File: config.mk
export PLATFORM = sky130hd
export DESIGN_NAME = localbus_arbiter_flat
export DESIGN_NICKNAME = d
export VERILOG_FILES = /design/src/rtl/localbus_arbiter_pkg.sv /design/src/rtl/localbus_arbiter_if.sv /design/src/rtl/localbus_arbiter_rd_tracker.sv /design/src/rtl/localbus_arbiter.sv /design/src/flat_wrapper.sv
export SDC_FILE = /design/constraint.sdc
export NUM_CORES = 1
export LEC_CHECK = 0
export ABC_CLOCK_PERIOD_IN_PS = 2100
export CAP_MARGIN = 40
export CORE_AREA = 3 3 116 118
export CTS_BUF_LIST = sky130_fd_sc_hd__clkbuf_2
export DETAILED_ROUTE_END_ITERATION = 8
export DIE_AREA = 0 0 119 121
export HOLD_SLACK_MARGIN = 0.02
export PLACE_DENSITY = 0.7
export SYNTH_ARGS = -nofsm -noshare
export SYNTH_HDL_FRONTEND = slang
export SYNTH_SLANG_ARGS = --single-unit
File: constraint.sdc
create_clock -name clk -period 2.1 [get_ports clk]
set_clock_uncertainty 0.15 [all_clocks]
set_input_delay 0.42 -clock clk [delete_from_list [all_inputs] [get_ports clk]]
set_output_delay 0.42 -clock clk [all_outputs]
set_load 0.005 [all_outputs]
File: src/rtl/localbus_arbiter_pkg.sv
// Shared types for the two-master LocalBus arbiter: FSM states, master ids, read tags.
// Latency: none (types and constants only).
// Backpressure: none (types and constants only).
package localbus_arbiter_pkg;

    typedef enum logic [1:0] {
        ST_IDLE = 2'd0,
        ST_OWN0 = 2'd1,
        ST_OWN1 = 2'd2
    } arb_state_t;

    typedef enum logic {
        LB_M0 = 1'b0,
        LB_M1 = 1'b1
    } master_id_t;

    localparam logic [2:0] LB_WE_READ = 3'b000;

    // One slot of the read-return pipe: which master is owed the data.
    typedef struct packed {
        logic       vld;
        master_id_t id;
    } rd_tag_t;

    // Beat counter width; a one-beat burst still needs a one-bit counter.
    function automatic int cnt_width(input int max_burst);
        return (max_burst > 1) ? $clog2(max_burst) : 1;
    endfunction

endpackage

File: src/rtl/localbus_arbiter_if.sv
// Bundle of both masters' req/gnt/read-return signals plus the shared LocalBus drive.
// Latency: none (wiring only).
// Backpressure: req held by a master until it sees gnt; the bus side has no stall.
interface localbus_arbiter_if #(
    parameter int XLEN = 32
);
    logic            m0_req;
    logic [XLEN-1:0] m0_addr;
    logic [XLEN-1:0] m0_qin;
    logic [2:0]      m0_we;
    logic            m0_gnt;
    logic            m0_rvalid;
    logic [XLEN-1:0] m0_rdata;

    logic            m1_req;
    logic [XLEN-1:0] m1_addr;
    logic [XLEN-1:0] m1_qin;
    logic [2:0]      m1_we;
    logic            m1_gnt;
    logic            m1_rvalid;
    logic [XLEN-1:0] m1_rdata;

    logic [XLEN-1:0] lb_addr;
    logic [XLEN-1:0] lb_qin;
    logic [2:0]      lb_we;
    logic [XLEN-1:0] lb_qout;

    // Arbiter side.
    modport slave (
        input  m0_req, m0_addr, m0_qin, m0_we,
        output m0_gnt, m0_rvalid, m0_rdata,
        input  m1_req, m1_addr, m1_qin, m1_we,
        output m1_gnt, m1_rvalid, m1_rdata,
        output lb_addr, lb_qin, lb_we,
        input  lb_qout
    );

    // Environment side: the two masters and the LocalBus itself.
    modport master (
        output m0_req, m0_addr, m0_qin, m0_we,
        input  m0_gnt, m0_rvalid, m0_rdata,
        output m1_req, m1_addr, m1_qin, m1_we,
        input  m1_gnt, m1_rvalid, m1_rdata,
        input  lb_addr, lb_qin, lb_we,
        output lb_qout
    );

endinterface

File: src/rtl/localbus_arbiter_rd_tracker.sv
// Remembers which master issued each accepted read and steers lb_qout back to it.
// Latency: rvalid/rdata appear RD_LATENCY cycles after the accepted read beat.
// Backpressure: none; accepts one read per cycle, masters must take data when rvalid pulses.
module localbus_arbiter_rd_tracker
    import localbus_arbiter_pkg::*;
#(
    parameter int XLEN       = 32,
    parameter int RD_LATENCY = 1
) (
    input  logic            clk,
    input  logic            rst,
    input  logic            push_vld,
    input  master_id_t      push_id,
    input  logic [XLEN-1:0] lb_qout,
    output logic            m0_rvalid,
    output logic [XLEN-1:0] m0_rdata,
    output logic            m1_rvalid,
    output logic [XLEN-1:0] m1_rdata
);

    rd_tag_t pipe [RD_LATENCY];
    rd_tag_t tail;

    // Shift the issuer tag along with the RAM's read latency; reset drops reads in flight.
    always_ff @(posedge clk) begin
        if (rst) begin
            for (int i = 0; i < RD_LATENCY; i++) begin
                pipe[i] <= '0;
            end
        end else begin
            pipe[0].vld <= push_vld;
            pipe[0].id  <= push_id;
            for (int i = 1; i < RD_LATENCY; i++) begin
                pipe[i] <= pipe[i-1];
            end
        end
    end

    // Demux the returning word to the master that asked for it; zero when not valid.
    always_comb begin
        tail      = pipe[RD_LATENCY-1];
        m0_rvalid = tail.vld && (tail.id == LB_M0);
        m1_rvalid = tail.vld && (tail.id == LB_M1);
        m0_rdata  = m0_rvalid ? lb_qout : '0;
        m1_rdata  = m1_rvalid ? lb_qout : '0;
    end

endmodule

File: src/rtl/localbus_arbiter.sv
// Two-master LocalBus arbiter (CPU data port M0, DMA/boot M1), round-robin with burst limit.
// Latency: gnt one cycle after req; beats pass through combinationally; reads return after RD_LATENCY.
// Backpressure: a master waits with req held until gnt; optional LOCALBUS_ARB_FIXED_PRIO_EN favours M0.
module localbus_arbiter
    import localbus_arbiter_pkg::*;
#(
    parameter int XLEN       = 32,
    parameter int MAX_BURST  = 8,
    parameter int RD_LATENCY = 1
) (
    input  logic              clk,
    input  logic              rst,
    localbus_arbiter_if.slave bus
);

`ifdef LOCALBUS_ARB_FIXED_PRIO_EN
    localparam bit FIXED_PRIO = 1'b1;
`else
    localparam bit FIXED_PRIO = 1'b0;
`endif

    localparam int             CNT_W    = cnt_width(MAX_BURST);
    localparam logic [CNT_W-1:0] CNT_LAST = CNT_W'(MAX_BURST - 1);

    arb_state_t       state;
    arb_state_t       state_nxt;
    master_id_t       last_owner;
    logic [CNT_W-1:0] beat_cnt;
    logic             gnt0;
    logic             gnt1;
    logic             acc0;
    logic             acc1;
    logic             burst_end;

    logic             beat_vld;
    master_id_t       beat_id;
    logic [XLEN-1:0]  beat_addr;
    logic [XLEN-1:0]  beat_qin;
    logic [2:0]       beat_we;

    logic             rd_push;
    logic             m0_rvalid;
    logic             m1_rvalid;
    logic [XLEN-1:0]  m0_rdata;
    logic [XLEN-1:0]  m1_rdata;

    assign acc0      = gnt0 & bus.m0_req;
    assign acc1      = gnt1 & bus.m1_req;
    assign burst_end = (beat_cnt == CNT_LAST);

    // Next owner: tie-break on last_owner, hand over on release or on an expired burst.
    // Under fixed priority M0 wins every tie and is never pre-empted.
    always_comb begin
        state_nxt = state;
        unique case (state)
            ST_IDLE: begin
                if (bus.m0_req && (FIXED_PRIO || !bus.m1_req || last_owner == LB_M1)) begin
                    state_nxt = ST_OWN0;
                end else if (bus.m1_req) begin
                    state_nxt = ST_OWN1;
                end
            end
            ST_OWN0: begin
                if (!bus.m0_req) begin
                    state_nxt = bus.m1_req ? ST_OWN1 : ST_IDLE;
                end else if (!FIXED_PRIO && burst_end && bus.m1_req) begin
                    state_nxt = ST_OWN1;
                end
            end
            ST_OWN1: begin
                if (!bus.m1_req) begin
                    state_nxt = bus.m0_req ? ST_OWN0 : ST_IDLE;
                end else if (burst_end && bus.m0_req) begin
                    state_nxt = ST_OWN0;
                end
            end
            default: state_nxt = ST_IDLE;
        endcase
    end

    // Ownership FSM with registered grants, burst counter and round-robin memory.
    always_ff @(posedge clk) begin
        if (rst) begin
            state      <= ST_IDLE;
            gnt0       <= 1'b0;
            gnt1       <= 1'b0;
            beat_cnt   <= '0;
            last_owner <= LB_M1;
        end else begin
            state <= state_nxt;
            gnt0  <= (state_nxt == ST_OWN0);
            gnt1  <= (state_nxt == ST_OWN1);
            if (state_nxt != state) begin
                beat_cnt <= '0;
                if (state_nxt == ST_OWN0) begin
                    last_owner <= LB_M0;
                end else if (state_nxt == ST_OWN1) begin
                    last_owner <= LB_M1;
                end
            end else if ((acc0 || acc1) && !burst_end) begin
                beat_cnt <= beat_cnt + 1'b1;
            end
        end
    end

    // Drive the bus only for an accepted beat so a stray we can never reach the RAM.
    always_comb begin
        beat_vld  = acc0 || acc1;
        beat_id   = LB_M0;
        beat_addr = '0;
        beat_qin  = '0;
        beat_we   = LB_WE_READ;
        if (acc0) begin
            beat_addr = bus.m0_addr;
            beat_qin  = bus.m0_qin;
            beat_we   = bus.m0_we;
        end else if (acc1) begin
            beat_id   = LB_M1;
            beat_addr = bus.m1_addr;
            beat_qin  = bus.m1_qin;
            beat_we   = bus.m1_we;
        end
    end

    assign rd_push = beat_vld && (beat_we == LB_WE_READ);

    localbus_arbiter_rd_tracker #(
        .XLEN       (XLEN),
        .RD_LATENCY (RD_LATENCY)
    ) u_rd_tracker (
        .clk       (clk),
        .rst       (rst),
        .push_vld  (rd_push),
        .push_id   (beat_id),
        .lb_qout   (bus.lb_qout),
        .m0_rvalid (m0_rvalid),
        .m0_rdata  (m0_rdata),
        .m1_rvalid (m1_rvalid),
        .m1_rdata  (m1_rdata)
    );

    assign bus.m0_gnt    = gnt0;
    assign bus.m1_gnt    = gnt1;
    assign bus.m0_rvalid = m0_rvalid;
    assign bus.m0_rdata  = m0_rdata;
    assign bus.m1_rvalid = m1_rvalid;
    assign bus.m1_rdata  = m1_rdata;
    assign bus.lb_addr   = beat_addr;
    assign bus.lb_qin    = beat_qin;
    assign bus.lb_we     = beat_we;

endmodule

File: src/flat_wrapper.sv
// flat-port wrapper written by rule: the top's interface ports become plain ports
module localbus_arbiter_flat import localbus_arbiter_pkg::*;
#(
    parameter int XLEN       = 32,
    parameter int MAX_BURST  = 8,
    parameter int RD_LATENCY = 1
)
  (clk, rst, bus_m0_req, bus_m0_addr, bus_m0_qin, bus_m0_we, bus_m0_gnt, bus_m0_rvalid, bus_m0_rdata, bus_m1_req, bus_m1_addr, bus_m1_qin, bus_m1_we, bus_m1_gnt, bus_m1_rvalid, bus_m1_rdata, bus_lb_addr, bus_lb_qin, bus_lb_we, bus_lb_qout);
  localbus_arbiter_if #(.XLEN(XLEN)) bus_i ();
  input  logic clk;
  input  logic rst;
  input wire logic [$bits(bus_i.m0_req)-1:0] bus_m0_req;
  input wire logic [$bits(bus_i.m0_addr)-1:0] bus_m0_addr;
  input wire logic [$bits(bus_i.m0_qin)-1:0] bus_m0_qin;
  input wire logic [$bits(bus_i.m0_we)-1:0] bus_m0_we;
  output wire logic [$bits(bus_i.m0_gnt)-1:0] bus_m0_gnt;
  output wire logic [$bits(bus_i.m0_rvalid)-1:0] bus_m0_rvalid;
  output wire logic [$bits(bus_i.m0_rdata)-1:0] bus_m0_rdata;
  input wire logic [$bits(bus_i.m1_req)-1:0] bus_m1_req;
  input wire logic [$bits(bus_i.m1_addr)-1:0] bus_m1_addr;
  input wire logic [$bits(bus_i.m1_qin)-1:0] bus_m1_qin;
  input wire logic [$bits(bus_i.m1_we)-1:0] bus_m1_we;
  output wire logic [$bits(bus_i.m1_gnt)-1:0] bus_m1_gnt;
  output wire logic [$bits(bus_i.m1_rvalid)-1:0] bus_m1_rvalid;
  output wire logic [$bits(bus_i.m1_rdata)-1:0] bus_m1_rdata;
  output wire logic [$bits(bus_i.lb_addr)-1:0] bus_lb_addr;
  output wire logic [$bits(bus_i.lb_qin)-1:0] bus_lb_qin;
  output wire logic [$bits(bus_i.lb_we)-1:0] bus_lb_we;
  input wire logic [$bits(bus_i.lb_qout)-1:0] bus_lb_qout;
  assign bus_i.m0_req = bus_m0_req;
  assign bus_i.m0_addr = bus_m0_addr;
  assign bus_i.m0_qin = bus_m0_qin;
  assign bus_i.m0_we = bus_m0_we;
  assign bus_m0_gnt = bus_i.m0_gnt;
  assign bus_m0_rvalid = bus_i.m0_rvalid;
  assign bus_m0_rdata = bus_i.m0_rdata;
  assign bus_i.m1_req = bus_m1_req;
  assign bus_i.m1_addr = bus_m1_addr;
  assign bus_i.m1_qin = bus_m1_qin;
  assign bus_i.m1_we = bus_m1_we;
  assign bus_m1_gnt = bus_i.m1_gnt;
  assign bus_m1_rvalid = bus_i.m1_rvalid;
  assign bus_m1_rdata = bus_i.m1_rdata;
  assign bus_lb_addr = bus_i.lb_addr;
  assign bus_lb_qin = bus_i.lb_qin;
  assign bus_lb_we = bus_i.lb_we;
  assign bus_i.lb_qout = bus_lb_qout;
  localbus_arbiter #(.XLEN(XLEN), .MAX_BURST(MAX_BURST), .RD_LATENCY(RD_LATENCY)) u_core (.clk(clk), .rst(rst), .bus(bus_i));
endmodule
==> results of run 1 <==
==> metal layers <==
layer / global-route usage, % / vias up / wire [um]
met5: 0 / - / 0
met4: 3.11 / 0 / 184
met3: 3.26 / 11 / 1200
met2: 30.6 / 201 / 6680
met1: 21.1 / 1461 / 5190
li1: - / 1476 / -
==> power by group through the flow <==
stage               registers (mW)  clock network [mW]  logic, mW
CTS                          0.207               0.103      0.710
finish                       0.208              0.0995      0.693
floorplan                    0.206                   0      0.157
global route                 0.209               0.112      0.737
detailed placement           0.210                   0      0.664
global placement             0.209                   0      0.655
==> cells in the final DEF (no fill, tap or decap), types with 7 or more instances in the layout <==
master	n
and2_1	33
buf_4	16
buf_16	7
clkdlybuf4s50_1	170
a22o_1	65
dfxtp_1	7
buf_12	7
and3_1	32
dlygate4sd2_1	64
buf_2	66
==> area by class of cell <==
class,count,share of cell area [%]
Clock buffer,3,0.296
Inverter,3,0.222
Multi-Input combinational cell,176,26.4
Sequential cell,10,4.02
Tap cell,172,4.24
Timing Repair Buffer,346,64.8
==> cells by family after synthesis <==
| logic type | after synthesis |
|---|---|
| buffers and inverters | 30 |
| multiplexers | 3 |
| AND/OR/NAND/NOR | 92 |
| flip-flops | 10 |
| adder cells (fa/ha/maj) | 4 |
| XOR/XNOR | 1 |
| AO/OA/AOI/OAI | 76 |
==> metrics by stage <==
| stage | area, um^2 | instances | total power, mW | hold WS (ps) | util (%) |
|---|---|---|---|---|---|
| after global placement | 4920 | 680 | 0.864 | 366 | 39.1 |
| after floorplan | 1650 | 216 | 0.364 | 350 | - |
| after global routing | 5080 | 710 | 1.06 | 452 | 40.4 |
| final | 5080 | 710 | 1.00 | 389 | 40.4 |
| after CTS | 5150 | 713 | 1.02 | 389 | 40.9 |
| after detailed placement | 4920 | 680 | 0.874 | 374 | 39.1 |
==> critical path, stage by stage, from the launching register on <==
cell,delay (ps)
dfxtp_2,340
and2_4,150
nor2_4,50
buf_12,120
buf_12,120
buf_16,120
buf_8,130
a22o_1,180
buf_2,120
==> state kept, by name (all words and copies together), names as in the netlist <==
register	cells
u_core.bus.m1_gnt	1
u_core.last_owner	1
u_core.beat_cnt	3
u_core.state	2
u_core.bus.m0_gnt	1
u_core.u_rd_tracker.pipe	2
==> repair_timing <==
item | 4_1_cts | 5_1_grt
hold buffers | 0 | 0
cloned | 12 | 0
resized for setup | 377 | 12
buffers inserted | 19 | 4
endpoints found under the setup margin | 133 | 56
pin swaps | 15 | 14
==> worst max-delay path by stage <==
stage / slack [ps] / cells after the start / end / startpoint
2_1_floorplan: 90 / 9 / u_core.last_owner$_SDFFE_PP1P_ / u_core.beat_cnt[0]$_SDFFE_PP0P_
4_1_cts: -120 / 8 / bus_lb_addr[0] / u_core.bus.m0_gnt$_SDFF_PP0_
3_5_place_dp: -760 / 6 / bus_lb_qin[8] / bus_m0_req
6_report: -70 / 8 / bus_lb_qin[4] / u_core.bus.m0_gnt$_SDFF_PP0_
3_3_place_gp: -760 / 6 / bus_lb_qin[8] / bus_m0_req
5_1_grt: -130 / 8 / bus_lb_qin[4] / u_core.bus.m0_gnt$_SDFF_PP0_
==> out/qor.yml, run 1 <==
hp-start: "u_core.last_owner$_SDFFE_PP1P_"
ys_seq_area_share_pct: 12.1
diodes: 0
initial_core_util_pct: 13.1
fin_tns_setup_ps: -620
p_sw_mw: 0.286
cp-start-kind: "register"
hold_depth: 2
nFillCells: 1306
routabilityCongestion: 0.776
routed-via-count: 3149
worst_slew_pin_slew_ps: 432
ant_nets: 0
maxCapViolCount: 0
synth-simple-area-share_pct: 33.9
coreArea_um2: 12600
p_sw_share_pct: 28.6
yosys.cell_types.count: 28
dieWidth_um: 119
cts.sinks: 10
rrSetupSlack_ps: 120
synth_compound_area_share_pct: 39.2
yosysWarningCount: 0
dieHeight_um: 121
setup_slack_ps: -65.9
crit_type: "reg -> out"
min_period_ps: 2170
grt_start_max_net_pins: 35
dp_hpwl_mm: 9.50
ys_seq_elements: 10
clk_latency_ps: 250
clk_path_buf_depth: 2
end_kind: "output pin"
setup_violations: 22
overflow: 0
seqPwrFrac_pct: 20.8
io_buffers: 304
dp_slack_ps: -760
grt_pass1_vias: 3260
synth_xor_xnor_area_share_pct: 0.530
die_area_um2: 14400
numCtsBuffers: 3
synth_mux_area_share_pct: 1.82
route.detailed.drc: 0
synth_edf_count: 0
worstHoldEndpoint: "u_core.last_owner$_SDFFE_PP1P_"
synth_area_leaders: "a22o_1 36%, and2_1 13%, and3_1 12%"
io_pins: 305
seqCellArea_um2: 204
hold_viol: 0
synth_top_cell_area_share_pct: 35.5
postSynthAreaPerCell_um2: 7.65
wl_per_cell_um: 18.7
r2r-end: "u_core.last_owner$_SDFFE_PP1P_"
syn_nets: 390
required_ps: 1530
antenna_found_initial: 0
vias_per_cell: 4.44
synth_top_family_by_area: "compound AO/OA/AOI/OAI gates"
grt_usage_pct: 17.0
r2r_start: "u_core.beat_cnt[0]$_SDFFE_PP0P_"
yosys.cell_count.top_type: "a22o_1"
drive_gt1_share_pct: 23.6
comb_power_share_pct: 69.3
fp-row-count: 41
relSlewSlack_pct: 71.2
multiInputGateArea_um2: 1340
fmax_mhz: 462
synth-adder-area-share_pct: 3.03
rsz0062_at_grt: "yes"
grt_pass1_wl_mm: 19.4
root_buffer: "clkbuf_2"
synth_cells: 216
cts_tree: "built"
cell_internal_pwr_mw: 0.714
leakage_nw: 2.65
synthFlopType: "dfxtp_1"
finalCritPeriodShare_pct: 103
drt_wl_total_mm: 13.2
path_clk_slew_ps: 100
syn_area_um2: 1650
synth_commonest_cells: "67 x a22o_1, 34 x and2_1, 32 x and3_1"
p_clk_share_pct: 10.0
drt_iter0_drc: 216
maxSlewViolCount: 0
hold_path.class: "reg -> reg"
area_growth_pct: 207
r2r_cells: 9
path_max_fanout: 6
status: "finished, violations left"
peakVddDrop_mv: 0.109
nets: 714
p_per_area_nw_per_um2: 197
yosys.area.top_type: "a22o_1"
violations: "setup timing"
drt_pass1_iterations: 4
postSynth.asyncResetShare_pct: 0
arrival_ps: 1600
cts.htree.levels: 1
Power figures use the tool's default switching activity.
==> run 2: changes to the inputs <==
- GPL_TIMING_DRIVEN: unset -> 0
- REMOVE_ABC_BUFFERS: unset -> 1
==> out/qor.yml, run 2 (synthesized netlist as in run 1, its figures left out) <==
routabilityCongestion: 0.794
nets: 727
io_pins: 305
die_area_um2: 14400
drt_iter0_drc: 116
dieWidth_um: 119
violations: "setup timing"
path_max_fanout: 3
finalPower_mw: 1.03
path_clk_slew_ps: 90
worstHoldEndpoint: "u_core.state[0]$_SDFF_PP0_"
relSlewSlack_pct: 76.5
cts_tree: "built"
hold_path.class: "in -> reg"
comb_power_share_pct: 69.9
dp_hpwl_mm: 9.98
final_design_area_no_fill_um2: 5210
p_per_area_nw_per_um2: 197
numCtsBuffers: 3
mostFrequentLayoutCells: "168 x clkdlybuf4s50_1, 66 x a22o_1, 50 x buf_2, 37 x dlygate4sd2_1"
r2r_start: "u_core.beat_cnt[0]$_SDFFE_PP0P_"
crit_type: "reg -> out"
p_sw_share_pct: 29.7
end_kind: "output pin"
grt_pass1_wl_mm: 20.5
dpl-instance-area_um2: 4830
reg_top3: "u_core.beat_cnt: 3 flops, u_core.state: 2 flops, u_core.u_rd_tracker.pipe: 2 flops"
routed-via-count: 3220
fp-row-count: 41
maxSlewViolCount: 0
final_common_cell: "clkdlybuf4s50_1"
finalCritPeriodShare_pct: 105
status: "finished, violations left"
seqPwrFrac_pct: 20.1
cell_internal_pwr_mw: 0.723
arrival_ps: 1630
rrSetupSlack_ps: 50
regMostFlops: "u_core.beat_cnt"
grt_start_max_net_pins: 18
maxCapViolCount: 0
hold_viol: 0
area_growth_pct: 216
drt_wl_total_mm: 14.1
cts.sinks: 10
clk_path_buf_depth: 2
p_sw_mw: 0.305
drive_gt1_share_pct: 29.6
setup_slack_ps: -98.7
worst_slew_pin_slew_ps: 351
overflow: 0
grt_usage_pct: 18.2
peakVddDrop_mv: 0.124
p_clk_share_pct: 10.0
coreArea_um2: 12600
wl_per_cell_um: 19.6
drt_pass1_iterations: 4
fmax_mhz: 455
hold_depth: 3
min_period_ps: 2200
fin_tns_setup_ps: -1340
io_buffers: 304
cp-start-kind: "register"
clk_latency_ps: 250
leakage_nw: 2.66
hp-start: "bus_m0_req"
antenna_found_initial: 0
largest_reg_flops: 3
hold_buffers: 0
root_buffer: "clkbuf_2"
ant_nets: 0
r2r-end: "u_core.last_owner$_SDFFE_PP1P_"
dieHeight_um: 121
route.detailed.drc: 0
setup_violations: 30
grt_pass1_vias: 3372
required_ps: 1530
initial_core_util_pct: 13.1
rsz0062_at_grt: "yes"
r2r_cells: 9
cts.htree.levels: 1
diodes: 0
vias_per_cell: 4.45
## run 2: cell types whose count changed in the layout (fill, tap and decap cells not counted), moves of 6 or more
cell	previous run	this run
buf_2	66	50
buf_4	16	22
buf_6	6	16
clkbuf_2	3	31
clkdlybuf4s15_1	0	8
dlygate4sd2_1	64	37
## run 2: metal layers
layer,global-route usage [%],up-vias,part of all wire [%]
li1,-,1497,-
met1,21.0,1512,39
met2,33.6,197,50
met3,5.17,14,9.7
met4,3.26,0,1.5
met5,0,-,0
## run 2: how the worst max path moves through the flow
stage / cells past startpoint / slack [ps] / from / to
3_5_place_dp: 6 / -1470 / bus_m0_req / bus_lb_qin[8]
6_report: 8 / -100 / u_core.bus.m0_gnt$_SDFF_PP0_ / bus_lb_qin[12]
3_3_place_gp: 5 / -3120 / bus_m0_req / bus_lb_qin[7]
2_1_floorplan: 3 / -1020 / bus_m0_req / bus_lb_we[2]
5_1_grt: 8 / -150 / u_core.bus.m0_gnt$_SDFF_PP0_ / bus_lb_addr[24]
4_1_cts: 9 / -190 / u_core.bus.m0_gnt$_SDFF_PP0_ / bus_lb_qin[12]
## run 2: area by class of cell
cell class / count / area, um^2
Clock buffer: 3 / 15.0
Fill cell: 1247 / 7350
Inverter: 3 / 11.3
Multi-Input combinational cell: 177 / 1370
Sequential cell: 10 / 210
Tap cell: 172 / 215
Timing Repair Buffer: 358 / 3400
## run 2: critical path: stages, from the launching register on
cell	delay [ps]
dfxtp_2	330
and2_4	170
nor2_4	60
buf_6	120
buf_6	120
buf_16	130
buf_12	120
a22o_1	200
buf_2	120
## run 2: timing repair
item | 4_1_cts | 5_1_grt
endpoints found under the setup margin | 135 | 94
setup buffers | 34 | 10
pin swaps | 22 | 13
gates resized for setup | 389 | 46
gates cloned | 14 | 0
## run 2: metrics by stage
step	instances	setup slack (ps)	util, %	hold WS (ps)
5_1_grt	723	-154	41.5	354
2_1_floorplan	189	-1020	-	342
6_report	723	-98.7	41.5	333
3_3_place_gp	665	-3120	37.9	368
3_5_place_dp	669	-1470	38.4	379
4_1_cts	719	-193	42.2	333
## run 2: power by group through the flow
stage	Sequential, mW	Combinational, mW	Clock (mW)
finish	0.206	0.719	0.103
global route	0.208	0.764	0.115
CTS	0.206	0.721	0.102
detailed placement	0.216	0.644	0
global placement	0.217	0.634	0
floorplan	0.213	0.133	0
==> run 3: changes to the inputs <==
- CTS_CLUSTER_SIZE: unset -> 25
==> results of run 3 <==
The final DEF is identical to that of run 2; final timing and power are the same.
